<file path="config.mk">
export PLATFORM = sky130hd
export DESIGN_NAME = pc_gen_ras
export DESIGN_NICKNAME = d
export VERILOG_FILES = /design/src/rtl/pc_gen_ras.sv
export SDC_FILE = /design/constraint.sdc
export NUM_CORES = 1
export LEC_CHECK = 0
export ABC_AREA = 1
export CAP_MARGIN = 20
export CORE_AREA = 2 2 163 165
export DETAILED_ROUTE_END_ITERATION = 10
export DIE_AREA = 0 0 165 167
export PLACE_DENSITY = 0.85
export SYNTH_ARGS = -nofsm -noshare
export SYNTH_HDL_FRONTEND = slang
export SYNTH_SLANG_ARGS = --single-unit
</file>
<file path="constraint.sdc">
create_clock -name clk -period 6.65 [get_ports clk]
set_input_delay 0.665 -clock clk [delete_from_list [all_inputs] [get_ports clk]]
set_output_delay 0.665 -clock clk [all_outputs]
set_load 0.02 [all_outputs]
</file>
<file path="src/rtl/pc_gen_ras.sv">
// pc_gen_ras -- IF-stage next-PC generator with a circular return-address stack.
//
// Next PC is chosen by fixed priority (first match wins):
//   0 trap in M, 1 mispredict not-taken in M, 2 mispredict taken in M,
//   3 late register-jump in E, 4 D-stage return predicted by RAS,
//   5 D-stage jump, 6 D-stage predicted-taken branch, 7 sequential.
// D-stage calls push pc_plus8_d; D-stage returns pop it back as the target.
//
// Optional build macro: PC_ALIGN_CHECK_EN
//   defined   -> pc_misalign_f is a flop loaded with (next_pc[1:0] != 0)
//                together with pc (fetch-side AdEL source).
//   undefined -> pc_misalign_f is tied to 0.
//
// Ports:
//   clk, resetn          clock (rising edge), asynchronous active-low reset
//   stall_f              hold pc (RAS updates still commit)
//   d_fire               D-stage instruction advances to E this cycle
//   trap_m, pc_exception_m                 M-stage exception redirect
//   mispred_m, actual_take_m, pc_branch_m, pc_plus8_m  M-stage branch repair
//   jump_conflict_e, pc_jump_e             E-stage late jump redirect
//   jump_d, jump_conflict_d, pc_jump_d     D-stage jump
//   branch_d, pred_take_d, pc_branch_d     D-stage predicted branch
//   call_d, ret_d, pc_plus8_d              RAS push / pop controls and data
//   pc_plus4_f           sequential next PC
//   pc                   current fetch PC
//   ras_hit_d            return redirected by the RAS this cycle
//   redirect_src         selected source code 0..7
//   ras_count            number of valid RAS entries
//   pc_misalign_f        fetch PC misaligned (see macro above)
module pc_gen_ras #(
  parameter int              AW        = 32,
  parameter logic [AW-1:0]   RESET_PC  = AW'(32'hbfc0_0000),
  parameter int              RAS_DEPTH = 8,
  parameter int              RAS_PW    = 3
) (
  input  logic              clk,
  input  logic              resetn,
  input  logic              stall_f,
  input  logic              d_fire,
  input  logic              trap_m,
  input  logic [AW-1:0]     pc_exception_m,
  input  logic              mispred_m,
  input  logic              actual_take_m,
  input  logic [AW-1:0]     pc_branch_m,
  input  logic [AW-1:0]     pc_plus8_m,
  input  logic              jump_conflict_e,
  input  logic [AW-1:0]     pc_jump_e,
  input  logic              jump_d,
  input  logic              jump_conflict_d,
  input  logic [AW-1:0]     pc_jump_d,
  input  logic              branch_d,
  input  logic              pred_take_d,
  input  logic [AW-1:0]     pc_branch_d,
  input  logic              call_d,
  input  logic              ret_d,
  input  logic [AW-1:0]     pc_plus8_d,
  input  logic [AW-1:0]     pc_plus4_f,
  output logic [AW-1:0]     pc,
  output logic              ras_hit_d,
  output logic [2:0]        redirect_src,
  output logic [RAS_PW:0]   ras_count,
  output logic              pc_misalign_f
);

  localparam logic [2:0] SRC_TRAP    = 3'd0;
  localparam logic [2:0] SRC_MP_NT   = 3'd1;
  localparam logic [2:0] SRC_MP_T    = 3'd2;
  localparam logic [2:0] SRC_JMP_E   = 3'd3;
  localparam logic [2:0] SRC_RAS     = 3'd4;
  localparam logic [2:0] SRC_JMP_D   = 3'd5;
  localparam logic [2:0] SRC_BR_D    = 3'd6;
  localparam logic [2:0] SRC_SEQ     = 3'd7;

  localparam logic [RAS_PW-1:0] PTR_ONE  = RAS_PW'(1);
  localparam logic [RAS_PW:0]   CNT_ONE  = (RAS_PW+1)'(1);
  localparam logic [RAS_PW:0]   CNT_FULL = (RAS_PW+1)'(RAS_DEPTH);

  logic [AW-1:0]     ras_mem [RAS_DEPTH];
  logic [RAS_PW-1:0] ras_ptr;
  logic [RAS_PW-1:0] ptr_top;
  logic [RAS_PW:0]   cnt;
  logic [AW-1:0]     ras_top;
  logic              ras_empty;

  logic [AW-1:0]     next_pc;
  logic [2:0]        src;

  logic              flush;
  logic              kill;
  logic              commit;
  logic              do_push;
  logic              do_pop;
  logic              do_replace;

  // ptr always points at the next free slot; the top entry sits just below it.
  assign ptr_top   = ras_ptr - PTR_ONE;
  assign ras_top   = ras_mem[ptr_top];
  assign ras_empty = (cnt == '0);

  // Next-PC selection
  always_comb begin
    src     = SRC_SEQ;
    next_pc = pc_plus4_f;
    if (trap_m) begin
      src     = SRC_TRAP;
      next_pc = pc_exception_m;
    end else if (mispred_m && !actual_take_m) begin
      src     = SRC_MP_NT;
      next_pc = pc_plus8_m;
    end else if (mispred_m && actual_take_m) begin
      src     = SRC_MP_T;
      next_pc = pc_branch_m;
    end else if (jump_conflict_e) begin
      src     = SRC_JMP_E;
      next_pc = pc_jump_e;
    end else if (ret_d && !ras_empty) begin
      src     = SRC_RAS;
      next_pc = ras_top;
    end else if (jump_d && !jump_conflict_d) begin
      src     = SRC_JMP_D;
      next_pc = pc_jump_d;
    end else if (branch_d && pred_take_d) begin
      src     = SRC_BR_D;
      next_pc = pc_branch_d;
    end
  end

  assign redirect_src = src;
  assign ras_hit_d    = (src == SRC_RAS);
  assign ras_count    = cnt;

  // RAS update control. A call+ret pair on a non-empty stack pops then pushes,
  // which collapses to overwriting the top entry in place. On an empty stack
  // the pop is a no-op, so the pair degenerates into a plain push.
  assign flush      = trap_m | mispred_m;
  assign kill       = flush | jump_conflict_e;
  assign commit     = d_fire & ~kill;
  assign do_replace = commit & call_d & ret_d & ~ras_empty;
  assign do_push    = commit & call_d & ~do_replace;
  assign do_pop     = commit & ret_d & ~call_d & ~ras_empty;

  // RAS pointer/count registers (stall_f does not gate these)
  always_ff @(posedge clk or negedge resetn) begin
    if (!resetn) begin
      ras_ptr <= '0;
      cnt     <= '0;
    end else if (flush) begin
      ras_ptr <= '0;
      cnt     <= '0;
    end else if (do_push) begin
      ras_ptr <= ras_ptr + PTR_ONE;
      cnt     <= (cnt == CNT_FULL) ? CNT_FULL : cnt + CNT_ONE;
    end else if (do_pop) begin
      ras_ptr <= ptr_top;
      cnt     <= cnt - CNT_ONE;
    end
  end

  // RAS storage: data only, no reset. A full push wraps onto the oldest entry.
  always_ff @(posedge clk) begin
    if (do_push) begin
      ras_mem[ras_ptr] <= pc_plus8_d;
    end else if (do_replace) begin
      ras_mem[ptr_top] <= pc_plus8_d;
    end
  end

  // Fetch PC register
  always_ff @(posedge clk or negedge resetn) begin
    if (!resetn) begin
      pc <= RESET_PC;
    end else if (!stall_f) begin
      pc <= next_pc;
    end
  end

`ifdef PC_ALIGN_CHECK_EN
  always_ff @(posedge clk or negedge resetn) begin
    if (!resetn) begin
      pc_misalign_f <= 1'b0;
    end else if (!stall_f) begin
      pc_misalign_f <= (next_pc[1:0] != 2'b00);
    end
  end
`else
  assign pc_misalign_f = 1'b0;
`endif

endmodule

</file>
Word-level counts from Yosys, hierarchy flattened
Memories as Yosys holds them, arrays and structs flattened.
Index checks and enable logic that the tools add are counted.
{ "totals": {"word_cells": 64, "mem_bits_rw": 256, "out_inout_bits": 41, "n_memories": 1, "register_bits": 39} }
{ "classes": {"n_bitwise": 14, "mux": 29, "reduce_logical": 11, "n_addsub": 4, "eq_ne": 2} }
{ "mem_list": {"columns": ["memory", "depth", "width", "read_ports", "rd_ports_with_merged_regs", "wr", "line_no", "source"], "rows": [
  ["ras_mem", 8, 32, 1, 0, 1, "78", "logic [AW-1:0] ras_mem [RAS_DEPTH];"]
]} }
{ "op_table": {"columns": ["operator", "count"], "rows": [
  ["$mux W32", 8],
  ["$reduce_or A32 Y1", 1],
  ["$mux W3", 8],
  ["$mux W4", 4],
  ["$and A1 B1 Y1", 8],
  ["$mux W1", 7],
  ["$logic_and A1 B1 Y1", 5],
  ["$add A4 B1 Y4 const B", 1],
  ["$eq A4 B4 Y1 const B", 1],
  ["$logic_not A4 Y1", 1],
  ["$mux W2", 2],
  ["$not A1 Y1", 4],
  ["$sub A4 B1 Y4 const B", 1],
  ["$add A3 B1 Y3 const B", 1],
  ["$eq A3 B3 Y1 const B", 1],
  ["$logic_not A1 Y1", 3],
  ["$reduce_bool A3 Y1", 1],
  ["$sub A3 B1 Y3 const B", 1],
  ["$or A1 B1 Y1", 2]
]} }

Longest topological paths before layout
Gate-level depths: netlist (run 1).
{ "depth": {"word_depth": 13, "mapped_depth": 17, "ltp_nobuf": 14} }

Worst setup path before layout (run 1)
Ideal clock, no wire load.
{ "synth_path": {"kind": "reg2reg", "startpoint": "register ras_ptr[0]", "endpoint": "memory ras_mem[2][0] (enable)", "arrival_ns": 3.272, "setup_time_ns": 0.421, "path_stages_with_launch": 13, "n_path_buf": 5, "setup_slack_ns": 2.957, "cell_sequence": "dfrtp_1 buf_4 inv_2 buf_6 buf_2 ha_1 inv_1 buf_2 clkbuf_1 o21ai_1 inv_1 nand2_1 nor2_1"} }
{ "synth_between": {"elab_chain_cells": 2} }
{ "synth_rtl": {"columns": ["element", "line_no", "source"], "rows": [
  ["from (decl)", "79", "logic [RAS_PW-1:0] ras_ptr;"],
  ["from (signal assigned)", "151", "ras_ptr <= ras_ptr + PTR_ONE;"],
  ["from (signal assigned)", "154", "ras_ptr <= ptr_top;"],
  ["$sub A3 B1 Y3", "96", "assign ptr_top = ras_ptr - PTR_ONE;"],
  ["$mux W3 (no source line) (*)", null, null],
  ["to (decl)", "78", null]
]} }
Mark *: on every way between the ends. The rest lies on a longest branch, timed or not.

Worst setup path in the final report (run 1)
{ "layout_path": {"startpoint": "input port mispred_m", "endpoint": "output port ras_hit_d"} }
{ "layout_between": {"elab_chain_cells": 5, "elab_cells_between_ends": 6} }
{ "layout_rtl": {"columns": ["element", "line_no", "source"], "rows": [
  ["from (decl)", "42", "input logic mispred_m,"],
  ["$logic_and A1 B1 Y1", "110", "end else if (mispred_m && actual_take_m) begin"],
  ["$mux W3", "110", null],
  ["$mux W3 (*)", "107", "end else if (mispred_m && !actual_take_m) begin"],
  ["$mux W3 (*)", "104", "if (trap_m) begin"],
  ["$eq A3 B3 Y1 (*)", "129", "assign ras_hit_d = (src == SRC_RAS);"],
  ["to (decl)", "59", "output logic ras_hit_d,"]
]} }
Marks and branches as above.

==> results_dict.tcl, run 1 <==
set metrics [dict create \
    status "finished clean" \
    dpl.hpwl_mm 27.93 \
    slew_headroom 0.2148 \
    startpoint "mispred_m" \
    fin_nets 1980 \
    p_sw_frac 0.2655 \
    die_x_um 165 \
    grtUsageTotal 0.2978 \
    period_needed_ns 4.572 \
    syn_avg_cell_area_um2 9.689 \
    finalMaxSlewViolations 0 \
    synthTopCellsByArea "edfxtp_1 (55%), nor2_1 (7.5%), nand2_1 (7.4%)" \
    seq_power_share 0.438 \
    start_util 0.5423 \
    wl_mm 42.12 \
    vias 12083 \
    gp_congestion 0.9751 \
    syn_inst 1442 \
    r2r_setup_slack_ns 3.27 \
    cts_buffers 30 \
    io_buffers 309 \
    combPwrFrac 0.181 \
    grt_max_degree 117 \
    n_fill_cell 1828 \
    overflow 0 \
    rows 59 \
    yosys_warnings 0 \
    power.total_uw 4737 \
    synth_nets 1716 \
    h-tree-depth 1 \
    rsz0062_at_grt "no" \
    core_area_um2 25760 \
    finalHoldViolations 0 \
    cts_tree "done" \
    r2r-start "ras_count[0]" \
    fin_crit_sh 0.6875 \
    cts_setup_buffers 0 \
    fin_setup_tns_ns 0 \
    ir_drop_v 0.0002822 \
    worst-path-max-fanout 31 \
    ant_nets 0 \
    yosys.area.top_type "edfxtp_1" \
    cp.arrival_ns 3.91 \
    min_path_type "primary input to asynchronous set/reset pin" \
    cp_cell_sequence "clkdlybuf4s50_1 > nand2_1 > inv_1 > a211oi_1 > nor3_1 > clkdlybuf4s50_1" \
    root_buffer "clkbuf_16" \
    ys_types 37 \
    max_slew.worst_pin.slew_ns 1.177 \
    grt_first_pass_wirelength_mm 62.92 \
    cts_max_path_buffers 3 \
    die_h_um 167 \
    synth_seq_cells 295 \
    grt_pass1_vias 11431 \
    drc 0 \
    synth_top_cell_area_share 0.5502 \
    fmax_ghz 0.2187 \
    drt_pre_antenna_iters 6 \
    cts_resized 0 \
    dieArea_um2 27560 \
    netlist_area_um2 13970 \
    io-pin-count 311 \
    yosysSeqAreaShare 0.6208 \
    slowest_stage "clkdlybuf4s50_1" \
    power_leakage_uw 0.006775 \
    crit_family "buffers and inverters" \
    intPower_uw 3479 \
    cellPowerDensity_nw_per_um2 258.3 \
    crit_buf_inv 3 \
    cp-start-kind "primary input" \
    drtIter0Drc 1559 \
    crit_type "primary input to output port" \
    postCtsHoldBufs 0 \
    drive_gt1_frac 0.06189 \
    cap_violations 0 \
    avgRoutedWirePerCell_um 20.29 \
    worstSetupEndpointType "output port" \
    setup_viol 0 \
    antenna_found_initial 13 \
    worstRegToRegCells 10 \
    switching_power_uw 1258 \
    cts_sinks 295 \
    cpPeakStageDelay_ns 1.14 \
    vias_per_cell 5.820 \
    cp.required_ns 5.98 \
    syn2layout_area_growth_pct 31.24 \
    clock_latency_ns 0.58 \
    clockPowerShare 0.381 \
    crit_top_cell "clkdlybuf4s50_1" \
    skew_ns 0.03686 \
    path_clk_slew_ns 0.06 \
    rr_endpoint "ras_mem[0][12]" \
]
sequential cells by signal (all words and copies together), names as in the netlist:
register	cells
pc	32
ras_count	4
ras_mem	256
ras_ptr	3
cells in the final DEF (no fill, tap or decap), types with 11 or more instances in the layout:
cell type	count
a211oi_1	12
a21oi_1	56
a221oi_1	19
a31oi_1	12
buf_4	19
clkbuf_16	30
clkdlybuf4s50_1	306
dfrtp_1	29
diode_2	12
edfxtp_1	256
inv_1	64
nand2_1	276
nand3_1	66
nor2_1	269
o211ai_1	49
o21ai_0	154
o21ai_1	13
o221ai_1	11
kinds of logic after synthesis:
logic type      count (synthesis)  synth area share
compound gates                333            0.1401
xor+xnor                        9          0.006179
fa+ha+maj                       4          0.003582
buf+inv                       170           0.05095
flops                         295            0.6208
mux                             1         0.0007164
other cells                     1         0.0002684
simple gates                  629            0.1774
per-layer routing:
| layer | vias to the layer above | part of all wire | global-route usage |
|---|---|---|---|
| met5 | - | 0.00031 | 0 |
| met4 | 2 | 0.039 | 0.1335 |
| met3 | 109 | 0.094 | 0.04956 |
| met2 | 704 | 0.48 | 0.4819 |
| met1 | 5729 | 0.39 | 0.3958 |
| li1 | 5539 | - | - |
final cells by class:
cell class                 count  area, um2  area share
clock inverter                24      320.3     0.01747
sequential                   295       8678      0.4733
antenna                       12      30.03    0.001638
inverter                      73      274.0     0.01494
tap                          335      419.2     0.02286
timing repair buffer         329       3241      0.1767
clock buffer                  31      754.5     0.04114
multi-input combinational    977       4621      0.2520
how the worst max path moves through the flow:
stage / endpoint / cells after the start / slack (ns)
floorplan: ras_mem[2][0] / 12 / 2.96
global placement: ras_hit_d / 6 / 2.16
detailed placement: ras_hit_d / 6 / 2.12
CTS: ras_hit_d / 6 / 2.12
global route: ras_hit_d / 6 / 1.95
finish: ras_hit_d / 6 / 2.08
power by group through the flow:
| stage | clock (uW) | sequential, uW | combinational, uW |
|---|---|---|---|
| after floorplan | 0 | 2140 | 425 |
| after global placement | 0 | 2110 | 827 |
| after detailed placement | 0 | 2110 | 842 |
| after CTS | 1810 | 2070 | 850 |
| after global routing | 1890 | 2080 | 935 |
| final | 1800 | 2070 | 859 |
synthesized netlist by cell type:
| master | count |
|---|---|
| a211oi_1 | 12 |
| clkinv_1 | 4 |
| xor2_2 | 1 |
| nor2_4 | 1 |
| xor2_1 | 7 |
| inv_2 | 5 |
| o22ai_1 | 6 |
| dfstp_2 | 9 |
| a21oi_1 | 56 |
| xnor2_1 | 1 |
| o21ai_1 | 13 |
| or2_2 | 3 |
| mux2i_1 | 1 |
| a31oi_1 | 12 |
| o21ai_0 | 154 |
| o31ai_1 | 1 |
| clkbuf_2 | 1 |
| dfrtp_1 | 30 |
| o211ai_1 | 49 |
| nand3_4 | 1 |
| a221oi_1 | 19 |
| clkbuf_1 | 47 |
| o221ai_1 | 11 |
| buf_6 | 2 |
| nor3_1 | 1 |
| buf_1 | 7 |
| buf_4 | 3 |
| nand2_1 | 277 |
| nor2_2 | 1 |
| conb_1 | 1 |
| nor2_1 | 278 |
| nand3_1 | 66 |
| inv_1 | 64 |
| ha_1 | 4 |
| edfxtp_1 | 256 |
| buf_2 | 37 |
| nand2_2 | 1 |
per-stage QoR:
stage | setup WS (ns) | utilization | instance area, um2 | hold WS [ns] | cells
after global placement | 2.162 | 0.6681 | 17210 | 0.4567 | 2008
after floorplan | 2.957 | - | 13970 | 0.3694 | 1442
after detailed placement | 2.119 | 0.6681 | 17210 | 0.4581 | 2008
after global routing | 1.952 | 0.7118 | 18340 | 0.2951 | 2076
after CTS | 2.117 | 0.7098 | 18290 | 0.2482 | 2063
final | 2.078 | 0.7118 | 18340 | 0.2484 | 2076
No activity file was read; power rests on OpenSTA's default activity.
==> run 2, diff against run 1 <==
--- a/config.mk
+++ b/config.mk
@@ -7,10 +7,10 @@
 export LEC_CHECK = 0
 export ABC_AREA = 1
 export CAP_MARGIN = 20
-export CORE_AREA = 2 2 163 165
+export CORE_AREA = 2 2 178 180
 export DETAILED_ROUTE_END_ITERATION = 10
-export DIE_AREA = 0 0 165 167
-export PLACE_DENSITY = 0.85
+export DIE_AREA = 0 0 180 182
+export PLACE_DENSITY = 0.76
 export SYNTH_ARGS = -nofsm -noshare
 export SYNTH_HDL_FRONTEND = slang
 export SYNTH_SLANG_ARGS = --single-unit
==> constraint.sdc (replaced) <==
create_clock -name clk -period 4.2 [get_ports clk]
set_input_delay 0.42 -clock clk [delete_from_list [all_inputs] [get_ports clk]]
set_output_delay 0.42 -clock clk [all_outputs]
set_load 0.02 [all_outputs]
==> results_dict.tcl, run 2 (synthesis results as in run 1) <==
set metrics [dict create \
    status "finished clean" \
    final_core_util 0.5964 \
    max_slew.worst_pin.slew_ns 0.9846 \
    drt_pre_antenna_iters 6 \
    fin_nets 1991 \
    antenna_found_initial 6 \
    setup_ws_ns 0.8387 \
    slowest_stage "clkdlybuf4s50_1" \
    placed_cells 2086 \
    skew_ns 0.01599 \
    cts_max_path_buffers 3 \
    vias_per_cell 5.537 \
    ant_nets 0 \
    clock_latency_ns 0.56 \
    cts_resized 0 \
    drtIter0Drc 1081 \
    drc 0 \
    fmax_ghz 0.2975 \
    rows 65 \
    io-pin-count 311 \
    vias 11900 \
    crit_type "flop to output port" \
    cp.arrival_ns 2.94 \
    worstRegToRegCells 10 \
    start_util 0.4509 \
    avgRoutedWirePerCell_um 19.94 \
    postCtsHoldBufs 0 \
    design_area_um2 18480 \
    drive_gt1_frac 0.06782 \
    period_needed_ns 3.361 \
    core_area_um2 30990 \
    finalMaxSlewViolations 0 \
    wl_mm 42.85 \
    grt_pass1_vias 11391 \
    worst-path-max-fanout 17 \
    cp_cell_sequence "inv_1 > ha_1 > nand3_1 > nand2_2 > o21ai_0 > a211oi_1 > clkdlybuf4s50_1" \
    path_clk_slew_ns 0.06 \
    syn2layout_area_growth_pct 32.26 \
    cts_sinks 295 \
    h-tree-depth 1 \
    fin_crit_sh 0.8003 \
    worstSetupEndpointType "output port" \
    die_x_um 180 \
    power_leakage_uw 0.006843 \
    cts_setup_buffers 0 \
    cp.required_ns 3.78 \
    dpl.hpwl_mm 28.75 \
    regMostFlops "ras_mem" \
    cpPeakStageDelay_ns 0.73 \
    grtUsageTotal 0.2527 \
    rsz0062_at_grt "no" \
    layout_common_cells "clkdlybuf4s50_1 (306), nand2_1 (276), nor2_1 (269)" \
    min_path_type "primary input to asynchronous set/reset pin" \
    dieArea_um2 32760 \
    layout.cells.non_filler 2149 \
    ff_latch_area_um2 8678 \
    largest_reg_flops 256 \
    cap_violations 0 \
    die_h_um 182 \
    cellPowerDensity_nw_per_um2 402.9 \
    gp_congestion 0.9231 \
    placed_area_um2 17390 \
    layout_commonest_cell "clkdlybuf4s50_1" \
    setup_viol 0 \
    cp-start-kind "flop" \
    grt_first_pass_wirelength_mm 64.80 \
    ir_drop_v 0.0002963 \
    cts_buffers 30 \
    place_ws_ns 0.9483 \
    grt_max_degree 112 \
    slew_headroom 0.3436 \
    multi_input_area_um2 4621 \
    fin_setup_tns_ns 0 \
    cts_tree "done" \
    overflow 0 \
    finalHoldViolations 0 \
    io_buffers 309 \
    root_buffer "clkbuf_16" \
    n_fill_cell 2525 \
]
-- run 2: path summary, 6_finish.rpt --
check	startpoint	endpoint	slack (ns)
worst max-delay path	ras_count[0]	redirect_src[0]	0.84
worst min-delay path	resetn	pc[2]	0.03
worst max register to register	ras_ptr[0]	pc[5]	1.34
worst min register to register	pc[25]	pc[25]	0.47
max in group asynchronous	resetn	ras_ptr[0]	3.46
min in group clk	stall_f	pc[2]	0.45
-- run 2: worst max-delay path: cells and delay by family, from the launching register on --
kind	cells	cell delay, ns
and+or+nand+nor	2	0.39
buffers and inverters	2	0.86
adders and majority gates	1	0.21
DFF	1	0.41
AOI/OAI and AO/OA	2	0.51
-- run 2: per-stage QoR --
step | power (uW) | hold WS [ns]
after global routing | 7716 | 0.08046
after floorplan | 4064 | 0.1244
final | 7446 | 0.02828
after detailed placement | 4700 | 0.4589
after CTS | 7476 | 0.04110
after global placement | 4675 | 0.4576
-- run 2: cell type report --
class	instances	share of cell area
flip-flops and latches	295	0.4696
multi-input cells	977	0.2501
repair buffers	340	0.1809
clock buffers	33	0.04239
well taps	402	0.02722
inverters	73	0.01483
clock inverters	22	0.01402
diodes	7	0.0009479
-- run 2: metal layers --
metal | global-route usage | vias to the layer above | routed length [um]
li1 | - | 5562 | -
met1 | 0.3340 | 5589 | 17020
met2 | 0.4224 | 652 | 20680
met3 | 0.03871 | 97 | 3671
met4 | 0.09691 | 0 | 1484
met5 | 0 | - | 0
-- run 2: where the power goes --
group          switching (uW)  internal, uW
logic                     793           585
registers                33.1          3250
clock network            1130          1660
total                    1950          5490
